File: src/rtl/spi_slave_sync_pkg.sv
// Shared types and mode-decode helpers for the oversampling SPI slave.
package spi_slave_sync_pkg;

  typedef enum logic [1:0] {
    ST_IDLE  = 2'd0,
    ST_LOAD  = 2'd1,
    ST_SHIFT = 2'd2
  } spi_state_e;

  // CPHA=0 samples on the leading edge, CPHA=1 on the trailing edge.
  function automatic logic sample_sel(input logic cpha, input logic lead, input logic trail);
    return cpha ? trail : lead;
  endfunction

  function automatic logic shift_sel(input logic cpha, input logic lead, input logic trail);
    return cpha ? lead : trail;
  endfunction

endpackage

File: src/rtl/spi_slave_sync_sync.sv
// N-stage synchroniser with a configurable reset level.
module spi_slave_sync_sync #(
  parameter int   STAGES  = 2,
  parameter logic RST_VAL = 1'b0
) (
  input  logic clk,
  input  logic rst_n,
  input  logic d,
  output logic q
);

  logic [STAGES-1:0] pipe;

  always_ff @(posedge clk or negedge rst_n) begin
    if (!rst_n) pipe <= {STAGES{RST_VAL}};
    else        pipe <= {pipe[STAGES-2:0], d};
  end

  assign q = pipe[STAGES-1];

endmodule

File: src/rtl/spi_slave_sync.sv
// SPI slave clocked entirely by i_Clk; SCLK/CS/MOSI are oversampled and edge-detected.
module spi_slave_sync
  import spi_slave_sync_pkg::*;
#(
  parameter int                    WORD_WIDTH  = 8,
  parameter int                    CPOL        = 0,
  parameter int                    CPHA        = 0,
  parameter int                    MSB_FIRST   = 1,
  parameter int                    SYNC_STAGES = 2,
  parameter logic [WORD_WIDTH-1:0] TX_IDLE     = '1
) (
  input  logic                  i_Clk,
  input  logic                  i_Rst_L,
  input  logic                  i_SPI_Clk,
  input  logic                  i_SPI_CS_n,
  input  logic                  i_SPI_Mosi,
  output logic                  o_SPI_Miso,
  output logic                  o_SPI_Miso_En,
  output logic [WORD_WIDTH-1:0] o_Rx_Data,
  output logic                  o_Rx_Valid,
  input  logic [WORD_WIDTH-1:0] i_Tx_Data,
  input  logic                  i_Tx_Valid,
  output logic                  o_Tx_Ready,
  output logic                  o_Tx_Underrun,
  output logic                  o_Busy
);

  localparam int              CW         = $clog2(WORD_WIDTH);
  localparam logic            IDLE_CLK   = (CPOL != 0);
  localparam logic            SHIFT_LEAD = (CPHA != 0);
  localparam logic            MSB        = (MSB_FIRST != 0);
  localparam logic [CW-1:0]   LAST_BIT   = CW'(WORD_WIDTH - 1);
  localparam logic [2:0]      SYNC_RST   = {1'b0, 1'b1, IDLE_CLK};  // {mosi, cs, sclk}

  logic [2:0] pin_raw, pin_syn;
  logic       sclk_s, cs_s, mosi_s, sclk_d, cs_d;
  logic       lead, trail, smp, shf, cs_fall;

  assign pin_raw = {i_SPI_Mosi, i_SPI_CS_n, i_SPI_Clk};

  for (genvar g = 0; g < 3; g++) begin : g_sync
    spi_slave_sync_sync #(.STAGES(SYNC_STAGES), .RST_VAL(SYNC_RST[g])) u_sync (
      .clk   (i_Clk),
      .rst_n (i_Rst_L),
      .d     (pin_raw[g]),
      .q     (pin_syn[g])
    );
  end

  assign {mosi_s, cs_s, sclk_s} = pin_syn;

  always_ff @(posedge i_Clk or negedge i_Rst_L) begin
    if (!i_Rst_L) begin
      sclk_d <= IDLE_CLK;
      cs_d   <= 1'b1;
    end else begin
      sclk_d <= sclk_s;
      cs_d   <= cs_s;
    end
  end

  assign lead    = (sclk_s != IDLE_CLK) && (sclk_d == IDLE_CLK);
  assign trail   = (sclk_s == IDLE_CLK) && (sclk_d != IDLE_CLK);
  assign smp     = sample_sel(SHIFT_LEAD, lead, trail);
  assign shf     = shift_sel(SHIFT_LEAD, lead, trail);
  assign cs_fall = cs_d && !cs_s;

  spi_state_e state, nxt;
  logic       do_load, active;

  always_ff @(posedge i_Clk or negedge i_Rst_L) begin
    if (!i_Rst_L) state <= ST_IDLE;
    else          state <= nxt;
  end

  always_comb begin
    nxt = state;
    case (state)
      ST_IDLE:  if (cs_fall) nxt = ST_LOAD;
      ST_LOAD:  nxt = cs_s ? ST_IDLE : ST_SHIFT;
      ST_SHIFT: if (cs_s) nxt = ST_IDLE;
      default:  nxt = ST_IDLE;
    endcase
  end

  always_comb begin
    do_load = (state == ST_LOAD);
    active  = (state == ST_SHIFT) && !cs_s;
  end

  logic [CW-1:0]         bit_cnt;
  logic [WORD_WIDTH-1:0] rx_shift, rx_next, rx_data;
  logic [WORD_WIDTH-1:0] tx_shift, tx_step, hold_data;
  logic [1:0]            vld_pipe;
  logic                  word_end, word_start, tx_acc;
  logic                  hold_full, reload_pend, skip_lead, idle_word, underrun;

  assign rx_next    = MSB ? {rx_shift[WORD_WIDTH-2:0], mosi_s} : {mosi_s, rx_shift[WORD_WIDTH-1:1]};
  assign tx_step    = MSB ? {tx_shift[WORD_WIDTH-2:0], 1'b0} : {1'b0, tx_shift[WORD_WIDTH-1:1]};
  assign word_end   = active && smp && (bit_cnt == LAST_BIT);
  assign word_start = do_load || (active && shf && reload_pend);
  assign tx_acc     = i_Tx_Valid && !hold_full;

  always_ff @(posedge i_Clk or negedge i_Rst_L) begin
    if (!i_Rst_L) begin
      bit_cnt  <= '0;
      rx_shift <= '0;
      rx_data  <= '0;
      vld_pipe <= '0;
    end else begin
      vld_pipe <= {vld_pipe[0], word_end};
      if (!active)  bit_cnt <= '0;
      else if (smp) bit_cnt <= word_end ? '0 : bit_cnt + CW'(1);
      if (active && smp) rx_shift <= rx_next;
      if (word_end)      rx_data  <= rx_next;
    end
  end

  // Underrun is flagged on the first sample of an idle-filled word, so the
  // speculative reload after the last word of a burst never reports one.
  always_ff @(posedge i_Clk or negedge i_Rst_L) begin
    if (!i_Rst_L) begin
      hold_data   <= '0;
      hold_full   <= 1'b0;
      tx_shift    <= '0;
      reload_pend <= 1'b0;
      skip_lead   <= 1'b0;
      idle_word   <= 1'b0;
      underrun    <= 1'b0;
    end else begin
      underrun <= active && smp && (bit_cnt == '0) && idle_word;
      if (tx_acc) begin
        hold_data <= i_Tx_Data;
        hold_full <= 1'b1;
      end else if (word_start && hold_full) begin
        hold_full <= 1'b0;
      end
      if (state == ST_IDLE) begin
        tx_shift    <= '0;
        reload_pend <= 1'b0;
        skip_lead   <= 1'b0;
        idle_word   <= 1'b0;
      end else if (word_start) begin
        tx_shift    <= hold_full ? hold_data : TX_IDLE;
        idle_word   <= !hold_full;
        reload_pend <= 1'b0;
        skip_lead   <= do_load && SHIFT_LEAD;
      end else begin
        if (word_end) reload_pend <= 1'b1;
        if (active && shf) begin
          if (skip_lead) skip_lead <= 1'b0;
          else           tx_shift  <= tx_step;
        end
      end
    end
  end

  assign o_SPI_Miso_En = !cs_s;
  assign o_Busy        = !cs_s;
  assign o_SPI_Miso    = !cs_s && (MSB ? tx_shift[WORD_WIDTH-1] : tx_shift[0]);
  assign o_Rx_Data     = rx_data;
  assign o_Rx_Valid    = vld_pipe[1];
  assign o_Tx_Ready    = !hold_full;
  assign o_Tx_Underrun = underrun;

endmodule

File: config.mk
export PLATFORM = sky130hd
export DESIGN_NAME = spi_slave_sync
export DESIGN_NICKNAME = d
export VERILOG_FILES = /design/src/rtl/spi_slave_sync_pkg.sv /design/src/rtl/spi_slave_sync_sync.sv /design/src/rtl/spi_slave_sync.sv
export SDC_FILE = /design/constraint.sdc
export NUM_CORES = 1
export LEC_CHECK = 0
export ABC_AREA = 0
export ABC_CLOCK_PERIOD_IN_PS = 4800
export BUFFER_PORTS_ARGS = -buffer_cell sky130_fd_sc_hd__buf_2
export CORE_ASPECT_RATIO = 1.5
export CORE_MARGIN = 4
export CORE_UTILIZATION = 63
export CTS_BUF_LIST = sky130_fd_sc_hd__clkbuf_4
export DETAILED_ROUTE_END_ITERATION = 10
export MAX_ROUTING_LAYER = met4
export PLACE_DENSITY = 0.9
export SYNTH_ARGS = -nofsm -noshare
export SYNTH_HDL_FRONTEND = slang
export SYNTH_SLANG_ARGS = --single-unit
File: constraint.sdc
create_clock -name i_Clk -period 4.8 [get_ports i_Clk]
set_input_delay 0.48 -clock i_Clk [delete_from_list [all_inputs] [get_ports i_Clk]]
set_output_delay 0.48 -clock i_Clk [all_outputs]
set_load 0.02 [all_outputs]
==> flow_metrics.tcl <==
set metrics [dict create \
    arrival_ns 2.35 \
    p_clk_share_pct 31.2 \
    grt_usage_pct 20.3 \
    ff2ff_path_depth 5 \
    postCtsHoldBufs 0 \
    dieArea_mm2 0.00424 \
    synth-seq-area-share_pct 61.3 \
    clock_latency_ns 0.38 \
    pin_count 28 \
    cts_max_level 2 \
    grt_max_degree 51 \
    setup_violations 0 \
    via_per_inst 5.71 \
    pwr-share-comb_pct 14.2 \
    period_share_pct 43.1 \
    status "finished clean" \
    power_frac_seq_pct 54.6 \
    clock_skew_ns 0.0179 \
    n_antenna_cell 0 \
    post-route-drc-count 0 \
    wl_per_cell_um 16.2 \
    crit_path_end_kind "flip-flop" \
    fillers 213 \
    r2r-end "o_Rx_Data[3]" \
    gp_congestion 0.731 \
    synthCells 148 \
    min_period_ns 2.07 \
    r2r_setup_slack_ns 2.73 \
    synthToLayoutAreaGrowth_pct 11.4 \
    netlist_area_mm2 0.00205 \
    nNetsFinal 189 \
    drt_iter0_drc 33 \
    start_kind "flip-flop" \
    overflow 0 \
    power_mw 0.955 \
    setup.worst_path.start "bit_cnt[0]" \
    peakVddDrop_mv 0.341 \
    hp-class "in -> reg" \
    critical_path_class "reg -> reg" \
    grt_pass1_vias 1326 \
    cts_buffer_depth 2 \
    tns_ns 0 \
    rows 25 \
    drtAntennaViolNets 0 \
    syn_avg_cell_area_um2 13.8 \
    syn_nets 165 \
    cts_setup_buffers 0 \
    p_sw_mw 0.235 \
    switching_share_pct 24.6 \
    core_area_mm2 0.00313 \
    num_vias 1217 \
    fp.dieH_um 77.8 \
    io_buffers 27 \
    cts.clk_slew.worst_paths_ns 0.16 \
    cts_tree "built" \
    cts_sinks 50 \
    ys_types 33 \
    fmax_mhz 483 \
    ys_ff_latch 50 \
    hold_viol_final 0 \
    antenna_found_initial 0 \
    worst_ep_required_time_ns 5.08 \
    finalWirelength_mm 3.44 \
    grt_pass1_wl_mm 6.11 \
    cts_inserted_buffers 5 \
    synth_warnings 0 \
    start_util_pct 65.4 \
    p_leak_nw 1.16 \
    rsz0062_at_grt "false" \
    power_density_mw_per_mm2 419 \
    layout-drive-gt1-share_pct 34.7 \
    cap_violations 0 \
    dr.pass1.iters 4 \
    hp-start "i_SPI_CS_n" \
    worstMarginPinSlew_ns 1.06 \
    slew_violations 0 \
    p_int_mw 0.720 \
    clockRootBuffer "clkbuf_4" \
    die_x_um 54.5 \
    rr_startpoint "bit_cnt[0]" \
    max_slew_margin_pct 29.3 \
    cts_resized 0 \
    place_hpwl_mm 2.39 \
    endpoint "o_Rx_Data[3]" \
    path_max_fanout 6 \
]
==> worst min path at each step <==
stage                               end  slack, ns  cells past startpoint
2_1_floorplan                bit_cnt[0]       0.18                      0
3_3_place_gp   g_sync[0].u_sync.pipe[1]       0.33                      0
3_5_place_dp   g_sync[2].u_sync.pipe[1]       0.34                      0
4_1_cts        g_sync[1].u_sync.pipe[0]       0.18                      1
5_1_grt        g_sync[1].u_sync.pipe[0]       0.16                      1
6_report       g_sync[1].u_sync.pipe[0]       0.20                      1
==> state kept, by name, summed over array words and instances (netlist names), 2 cells and up <==
register / count
bit_cnt: 3
g_sync.u_sync.pipe: 6
hold_data: 8
o_Rx_Data: 8
rx_shift: 7
state: 2
tx_shift: 8
vld_pipe: 2
==> metal layers <==
metal  global-route usage, %  vias to the layer above  part of all wire (%)
li1                        -                      569                     -
met1                    24.4                      605                    41
met2                    31.8                       37                    52
met3                    5.37                        6                   4.7
met4                    7.98                        0                   1.8
met5                       -                        -                     0
==> power by group through the flow <==
stage	Clock, mW	Sequential, mW	Combinational, mW
floorplan	0	0.507	0.121
global placement	0	0.525	0.133
detailed placement	0	0.530	0.138
CTS	0.302	0.522	0.138
global route	0.320	0.531	0.153
finish	0.298	0.521	0.136
==> synth_stat cells <==
cell type / count / area [µm²]
clkinv_2: 1 / 5.00
mux2_4: 4 / 60.1
buf_4: 1 / 7.51
a31o_2: 2 / 17.5
nor4b_1: 1 / 8.76
nand2b_4: 1 / 13.8
or4b_4: 1 / 13.8
dfstp_2: 3 / 78.8
ha_1: 3 / 37.5
or4b_1: 1 / 10.0
buf_2: 1 / 5.00
a221o_1: 7 / 70.1
mux2i_1: 1 / 10.0
and3_1: 8 / 50.1
a32o_1: 1 / 10.0
mux2_2: 13 / 146
o2bb2ai_1: 1 / 8.76
nor3b_1: 1 / 7.51
nand3_1: 1 / 5.00
mux2_1: 6 / 67.6
inv_1: 5 / 18.8
nand2_1: 2 / 7.51
o21ai_0: 1 / 5.00
nand2b_1: 10 / 62.6
nor2b_1: 4 / 25.0
dfrtp_1: 47 / 1180
nor3_1: 4 / 20.0
nor2_1: 2 / 7.51
buf_6: 2 / 22.5
nor4bb_1: 2 / 20.0
clkbuf_1: 6 / 22.5
or3_1: 1 / 6.26
a21oi_1: 4 / 20.0
==> kinds of logic (layout without fill, tap and decap cells) <==
family | Yosys count | count (layout) | share of synthesized area (%)
fa+ha+maj | 3 | 3 | 1.83
mux | 24 | 24 | 13.9
simple gates | 39 | 39 | 12.6
compound gates | 16 | 16 | 6.42
buf+inv | 16 | 41 | 3.97
flops | 50 | 50 | 61.3
==> per-stage QoR <==
step                      util [%]  instance area [µm²]  hold WS, ns  instances  worst slack [ns]
after floorplan                  -                 2050        0.184        148              3.00
after global placement        69.5                 2170        0.331        205              2.84
after detailed placement      69.5                 2170        0.336        205              2.75
after CTS                     72.9                 2280        0.180        213              2.72
after global routing          72.9                 2280        0.161        213              2.58
final                         72.9                 2280        0.197        213              2.73
==> cell type report <==
type | count | area, µm² | area share [%]
flip-flops and latches | 50 | 1250 | 55.0
multi-input cells | 82 | 711 | 31.2
repair buffers | 27 | 135 | 5.92
clock inverters | 3 | 68.8 | 3.02
well taps | 40 | 50.0 | 2.19
clock buffers | 5 | 37.5 | 1.65
inverters | 6 | 23.8 | 1.04
==> cell usage in the layout, fill, tap and decap left out, drive strengths merged, types with 2 or more instances in the layout <==
cell type and instances:
dfstp 3, nor2b 4, ha 3, and3 8
buf 27, nor3 4, or4b 2, clkbuf 5
dfrtp 47, mux2 23, bufinv 2, nand2 2
a221o 7, clkinv 2, nand2b 11, a31o 2
nor2 2, nor4bb 2, inv 5, a21oi 4
==> worst max-delay path: stages (launching register included) <==
cell      delay, ns
dfrtp_1        0.43
ha_1           0.18
ha_1           0.22
or4b_1         0.65
clkinv_2       0.17
mux2_1         0.34
Power figures use the tool's default switching activity.
